[config.mk]
export PLATFORM = sky130hd
export DESIGN_NAME = edge_ptr_addr_gen
export DESIGN_NICKNAME = d
export VERILOG_FILES = /design/src/rtl/edge_ptr_addr_gen.sv
export SDC_FILE = /design/constraint.sdc
export NUM_CORES = 2
export LEC_CHECK = 0
export ABC_AREA = 1
export CAP_MARGIN = 10
export CELL_PAD_IN_SITES_DETAIL_PLACEMENT = 2
export CELL_PAD_IN_SITES_GLOBAL_PLACEMENT = 2
export CORE_MARGIN = 2
export CORE_UTILIZATION = 35
export DETAILED_ROUTE_END_ITERATION = 10
export MAX_ROUTING_LAYER = met4
export PLACE_DENSITY = 0.88
export SYNTH_ARGS = -nofsm -noshare
export SYNTH_HDL_FRONTEND = slang
export SYNTH_SLANG_ARGS = --single-unit
[constraint.sdc]
create_clock -name ap_clk -period 5.7 [get_ports ap_clk]
set_input_delay 0.855 -clock ap_clk [delete_from_list [all_inputs] [get_ports ap_clk]]
set_output_delay 0.855 -clock ap_clk [all_outputs]
set_load 0.05 [all_outputs]
[src/rtl/edge_ptr_addr_gen.sv]
// Edge-list pointer address generator: one tile-range command in, one byte
// address per tile out, via a credit-gated multiply pipeline and an output FIFO.
module edge_ptr_addr_gen #(
    parameter int MUL_LAT    = 3,
    parameter int ADDR_W     = 64,
    parameter int FIFO_DEPTH = 8
) (
    input  logic              ap_clk,
    input  logic              ap_rst_n,
    input  logic              cmd_valid,
    output logic              cmd_ready,
    input  logic [ADDR_W-1:0] cmd_base,
    input  logic [15:0]       cmd_tile_start,
    input  logic [15:0]       cmd_tile_count,
    input  logic [13:0]       cmd_stride,
    output logic              addr_valid,
    input  logic              addr_ready,
    output logic [ADDR_W-1:0] addr_data,
    output logic              addr_last,
    output logic              busy,
    output logic [1:0]        dbg_state
);

    // Handshakes: a transfer occurs on a rising edge where valid and ready are
    // both high; a raised valid holds its payload stable until it is taken.

    typedef enum logic [1:0] {
        S_IDLE  = 2'd0,
        S_RUN   = 2'd1,
        S_DRAIN = 2'd2
    } state_t;

    localparam int CW   = $clog2(FIFO_DEPTH + MUL_LAT + 1);
    localparam int BODY = FIFO_DEPTH - 1;
    localparam int PW   = (BODY > 1) ? $clog2(BODY) : 1;

    state_t             state_q, state_d;
    logic [ADDR_W-1:0]  base_q;
    logic [13:0]        stride_q;
    logic [15:0]        count_q, k_q, t_q;

    logic [MUL_LAT-1:0] pv_q, pl_q;
    logic signed [29:0] prod_q [MUL_LAT];
    logic signed [29:0] prod_d, t_ext, s_ext;

    logic               head_valid_q, head_last_q;
    logic [ADDR_W-1:0]  head_data_q;
    logic [ADDR_W-1:0]  body_data [BODY];
    logic [BODY-1:0]    body_last;
    logic [PW-1:0]      wr_ptr_q, rd_ptr_q;
    logic [CW-1:0]      body_cnt_q;

    logic [CW-1:0]      inflight, fifo_count, occ_after;
    logic               pop, issue, is_last, cmd_fire;
    logic               wr_en, wr_last, head_free, pull, push_body;
    logic [ADDR_W-1:0]  wr_data, prod_ext;

    function automatic logic [PW-1:0] next_ptr(input logic [PW-1:0] p);
        return (p == PW'(BODY - 1)) ? '0 : p + 1'b1;
    endfunction

    assign cmd_ready  = (state_q == S_IDLE) && ap_rst_n;
    assign cmd_fire   = cmd_valid && cmd_ready;
    assign busy       = (state_q != S_IDLE);
    assign dbg_state  = state_q;
    assign addr_valid = head_valid_q;
    assign addr_data  = head_data_q;
    assign addr_last  = head_last_q;
    assign pop        = head_valid_q && addr_ready;

    always_comb begin
        inflight = '0;
        for (int i = 0; i < MUL_LAT; i++) inflight = inflight + CW'(pv_q[i]);
    end

    // Credit covers everything issued but not yet consumed; a same-cycle pop frees a slot.
    assign fifo_count = CW'(head_valid_q) + body_cnt_q;
    assign occ_after  = inflight + fifo_count - CW'(pop);
    assign is_last    = (k_q == count_q - 16'd1);
    assign issue      = (state_q == S_RUN) && (occ_after < CW'(FIFO_DEPTH));

    // |t * stride| < 2^29, so a 30-bit signed product is exact.
    assign t_ext  = {{14{t_q[15]}}, t_q};
    assign s_ext  = {16'd0, stride_q};
    assign prod_d = t_ext * s_ext;

    assign wr_en     = pv_q[MUL_LAT-1];
    assign wr_last   = pl_q[MUL_LAT-1];
    assign prod_ext  = {{(ADDR_W-30){prod_q[MUL_LAT-1][29]}}, prod_q[MUL_LAT-1]};
    assign wr_data   = base_q + {prod_ext[ADDR_W-4:0], 3'b000};
    assign head_free = !head_valid_q || pop;
    assign pull      = head_free && (body_cnt_q != '0);
    assign push_body = wr_en && !(head_free && (body_cnt_q == '0));

    always_comb begin
        state_d = state_q;
        case (state_q)
            S_IDLE:  if (cmd_fire && (cmd_tile_count != 16'd0)) state_d = S_RUN;
            S_RUN:   if (issue && is_last) state_d = S_DRAIN;
            S_DRAIN: if ((inflight == '0) && (fifo_count == CW'(pop))) state_d = S_IDLE;
            default: state_d = S_IDLE;
        endcase
    end

    always_ff @(posedge ap_clk or negedge ap_rst_n) begin
        if (!ap_rst_n) state_q <= S_IDLE;
        else           state_q <= state_d;
    end

    always_ff @(posedge ap_clk or negedge ap_rst_n) begin
        if (!ap_rst_n) begin
            base_q   <= '0;
            stride_q <= '0;
            count_q  <= '0;
            k_q      <= '0;
            t_q      <= '0;
        end else if (cmd_fire) begin
            base_q   <= cmd_base;
            stride_q <= cmd_stride;
            count_q  <= cmd_tile_count;
            k_q      <= '0;
            t_q      <= cmd_tile_start;
        end else if (issue) begin
            t_q <= t_q + 16'd1;
            k_q <= k_q + 16'd1;
        end
    end

    always_ff @(posedge ap_clk or negedge ap_rst_n) begin
        if (!ap_rst_n) begin
            pv_q <= '0;
            pl_q <= '0;
            for (int i = 0; i < MUL_LAT; i++) prod_q[i] <= '0;
        end else begin
            pv_q[0]   <= issue;
            pl_q[0]   <= issue && is_last;
            prod_q[0] <= prod_d;
            for (int i = 1; i < MUL_LAT; i++) begin
                pv_q[i]   <= pv_q[i-1];
                pl_q[i]   <= pl_q[i-1];
                prod_q[i] <= prod_q[i-1];
            end
        end
    end

    // Head register is the visible word; the body ring only fills behind an occupied head.
    always_ff @(posedge ap_clk or negedge ap_rst_n) begin
        if (!ap_rst_n) begin
            head_valid_q <= 1'b0;
            head_last_q  <= 1'b0;
            head_data_q  <= '0;
            rd_ptr_q     <= '0;
            wr_ptr_q     <= '0;
            body_cnt_q   <= '0;
        end else begin
            if (head_free) begin
                if (pull) begin
                    head_valid_q <= 1'b1;
                    head_data_q  <= body_data[rd_ptr_q];
                    head_last_q  <= body_last[rd_ptr_q];
                end else if (wr_en) begin
                    head_valid_q <= 1'b1;
                    head_data_q  <= wr_data;
                    head_last_q  <= wr_last;
                end else begin
                    head_valid_q <= 1'b0;
                end
            end
            if (pull)      rd_ptr_q <= next_ptr(rd_ptr_q);
            if (push_body) wr_ptr_q <= next_ptr(wr_ptr_q);
            body_cnt_q <= body_cnt_q + CW'(push_body) - CW'(pull);
        end
    end

    always_ff @(posedge ap_clk) begin
        if (push_body) begin
            body_data[wr_ptr_q] <= wr_data;
            body_last[wr_ptr_q] <= wr_last;
        end
    end

endmodule

==> impl_results.md <==
- Status: finished, violations left
- Failing checks: setup timing
- Clock Skew: 47.9 ps
- Yosys cell types: 54
- Clk_lat worst skew: 710 ps
- DR iter-0 viols: 2873
- Post-DP HPWL: 123000 um
- Starting density of the core: 35.2%
- Period Utilization, post-route: 105%
- # IOs: 184
- Yosys warns: 0
- Post-Route Setup TNS: -2110 ps
- DR vias: 36950
- Max Buffers Root-to-Sink: 3
- Synth Net Count: 5400
- Cts bufs inserted: 87
- Vias in the first global route: 41982
- Mapped Cells: 4921
- Hold Vio Cnt, Final: 0
- Post-synth ARST share: 39.7%
- Global-route usage over all layers: 28.2%
- Mean Syn Cell Area: 8.95 um2
- Max Slew Vio Count: 0
- # setup viols final: 14
- Crit-path cells: buf_4 > nand2_1 > inv_1 > fa_1 > inv_1 > fa_1 > inv_1 > fa_1 > fa_1 > fa_1 > inv_1 > fa_1 > inv_1 > ha_2 > inv_1 > o21bai_2 > nor2_2 > nand3_2 > nand4_1 > o211ai_1 > nand2_1 > nand2_1
- Setup CP Type: flop to flop
- Syn-to-layout area delta: 17.1%
- Worst-case reg-to-reg path depth: 22
- Clk sinks: 755
- Final setup margin: -260 ps
- Die area: 129000 um2
- Average wire per standard cell: 26.6 um
- Post-synth EDFFs: 455
- Critical path's top delay family: adder cells
- CTS Hold Bufs: 0
- Nets: 5588
- CP bufs+invs: 7
- Post-route design area: 51600 um2
- Filler instances: 13689
- Tmin final: 5960 ps
- Max-Cap Viols: 0
- Peak Freq: 168 MHz
- DIE HEIGHT: 359 um
- Multiplexer share of the synthesized area: 0%
- Routability congestion estimate: 0.903
- Most common cell after layout, fill and taps aside: nand2_1
- Arr. time, crit path: 6540 ps
- Worst-path clk slew: 60 ps
- Largest net degree at the start of global routing: 139
- Worst EP required: 6280 ps
- Final Non-Filler Cells: 6834
- First-pass GRT wire length: 265000 um
- CP Launch Type: flop
- Port Buffers: 183
- Remaining DRCs: 0
- Worst slew margin: 19.8%
- Seq cells post-synth: 755
- CP max FO: 8
- XOR/XNOR Fraction of Synth Area: 1.65%
- Seq/Total Area, Yosys: 48.1%
- CTS root buffer: clkbuf_16
- Slew @ Worst Pin: 1200 ps
- Simple-gate share of the synthesized area: 19.2%
- Reg2Reg Setup Slack: -260 ps
- Layout cells sized above 1: 8.55%
- Die Span X: 359 um
- Drt via density: 5.41
- Cell Area, Synth: 44100 um2
- Gr ovfl total: 0
- Slowest CP cell: fa_1
- Main combinational cell family by area after synthesis: simple AND/OR/NAND/NOR gates
- Critical path endpoint category: flop
- CORE AREA: 125000 um2
- CTS tree: done
- Most frequent cells in the layout: nand2_1 (1503), inv_1 (765), edfxtp_1 (455)
- Area contributors post-synth: edfxtp_1 (31%), dfrtp_1 (17%), nand2_1 (13%)
- Adder-cell share of the synthesized area: 14.1%
- CTS H-tree depth: 3
- Post-synth top area share: 31.0%
- Post-synthesis compound-gate area fraction: 8.38%
- Post-DP Area: 48000 um2
- Pre-CTS setup slack: -207 ps
- Row count: 130
- Cell taking the most area after synthesis: edfxtp_1
- Post-Route WL: 182000 um
- Top FF cell, synth: edfxtp_1
- TritonRoute pass-1 iters: 5
- Hold crit path type: input port to asynchronous set/reset pin
- Number of routed nets with antenna violations: 0
- Crit path largest cell delay: 590 ps
- Critical R2R Launch: stride_q[3]
- Initial antenna violation count: 5
- Placed cells: 6654
- Worst reg2reg endpoint: prod_q[88]
-- cell usage after synthesis (7+ instances only) --
master	instances
buf_4	8
dfrtp_1	300
xnor2_1	32
nand3_2	13
xor2_1	49
a22oi_1	35
a21oi_1	275
a31oi_1	25
o211ai_1	47
nand4_1	33
nor3_2	7
nand3_1	144
o21ai_1	21
inv_2	10
ha_1	148
inv_1	769
o31ai_1	14
o21bai_1	7
buf_2	75
fa_1	217
edfxtp_1	455
nor2_1	266
nor2_2	36
clkbuf_1	93
nand2_1	1515
nor3_1	28
o21ai_0	211
buf_1	15
nand2_2	21
-- worst register-to-register path: cells and delay by family (launching register included) --
| kind | cells | cell delay [ps] |
|---|---|---|
| fa+ha+maj | 7 | 3570 |
| simple gates | 6 | 860 |
| buf+inv | 7 | 710 |
| flops | 1 | 480 |
| compound gates | 2 | 220 |
-- metrics by stage --
| stage | util (%) | hold slack [ps] |
|---|---|---|
| finish | 41.2 | 39.4 |
| global route | 41.2 | 54.3 |
| CTS | 40.8 | 37.8 |
| detailed placement | 38.3 | 336 |
| global placement | 38.3 | 334 |
| floorplan | - | 331 |
-- cell families (layout without fill, tap and decap cells) --
| family | Yosys count | after routing |
|---|---|---|
| flops | 755 | 755 |
| xor+xnor | 82 | 82 |
| buf+inv | 976 | 1235 |
| fa+ha+maj | 365 | 365 |
| compound gates | 662 | 662 |
| simple gates | 2081 | 2081 |
| other cells | 0 | 4 |
-- layout make-up --
type,instances,area [um2],area share (%)
Timing Repair Buffer,293,2820,5.46
Clock buffer,108,2320,4.49
Sequential cell,755,21200,41.1
Inverter,782,2940,5.71
Tap cell,1650,2060,4.00
Antenna cell,4,10.0,0.0194
Clock inverter,52,721,1.40
Multi-Input combinational cell,3190,19500,37.8
-- worst max-delay path by stage --
stage,start,to,slack [ps],cells after the start
finish,stride_q[3],prod_q[88],-260,22
global route,stride_q[5],prod_q[88],-390,22
CTS,t_q[13],prod_q[82],2,21
global placement,stride_q[4],prod_q[82],70,21
detailed placement,t_q[15],prod_q[89],-210,17
floorplan,stride_q[1],prod_q[88],150,17
-- sequential cells by signal, summed over array words and instances, names as in the netlist --
signal,count
wr_ptr_q,3
addr_valid,1
body_data,448
pv_q,3
pl_q,3
body_cnt_q,4
prod_q,60
stride_q,14
count_q,16
body_last,7
addr_last,1
dbg_state,2
prod_ext,30
rd_ptr_q,3
t_q,16
k_q,16
addr_data,64
base_q,64
-- routing by layer --
layer | GRT usage, % | part of all wire, % | up-vias
li1 | - | - | 16041
met1 | 31.2 | 37 | 19097
met2 | 50.7 | 53 | 1305
met3 | 3.04 | 4.5 | 507
met4 | 13.3 | 5.6 | 0
met5 | - | 0 | -
-- what timing repair did --
| action | in CTS | in global routing |
|---|---|---|
| cloned | 0 | 0 |
| endpoints found under the hold margin | 0 | 0 |
| endpoints found under the setup margin | 14 | 18 |
| pin swaps | 1 | 18 |
| buffers inserted | 3 | 12 |
| resized for setup | 23 | 88 |
Power is left out: the tool's default activity adds up to more than one toggle a clock period on the data nets, which glitch-free logic cannot reach.
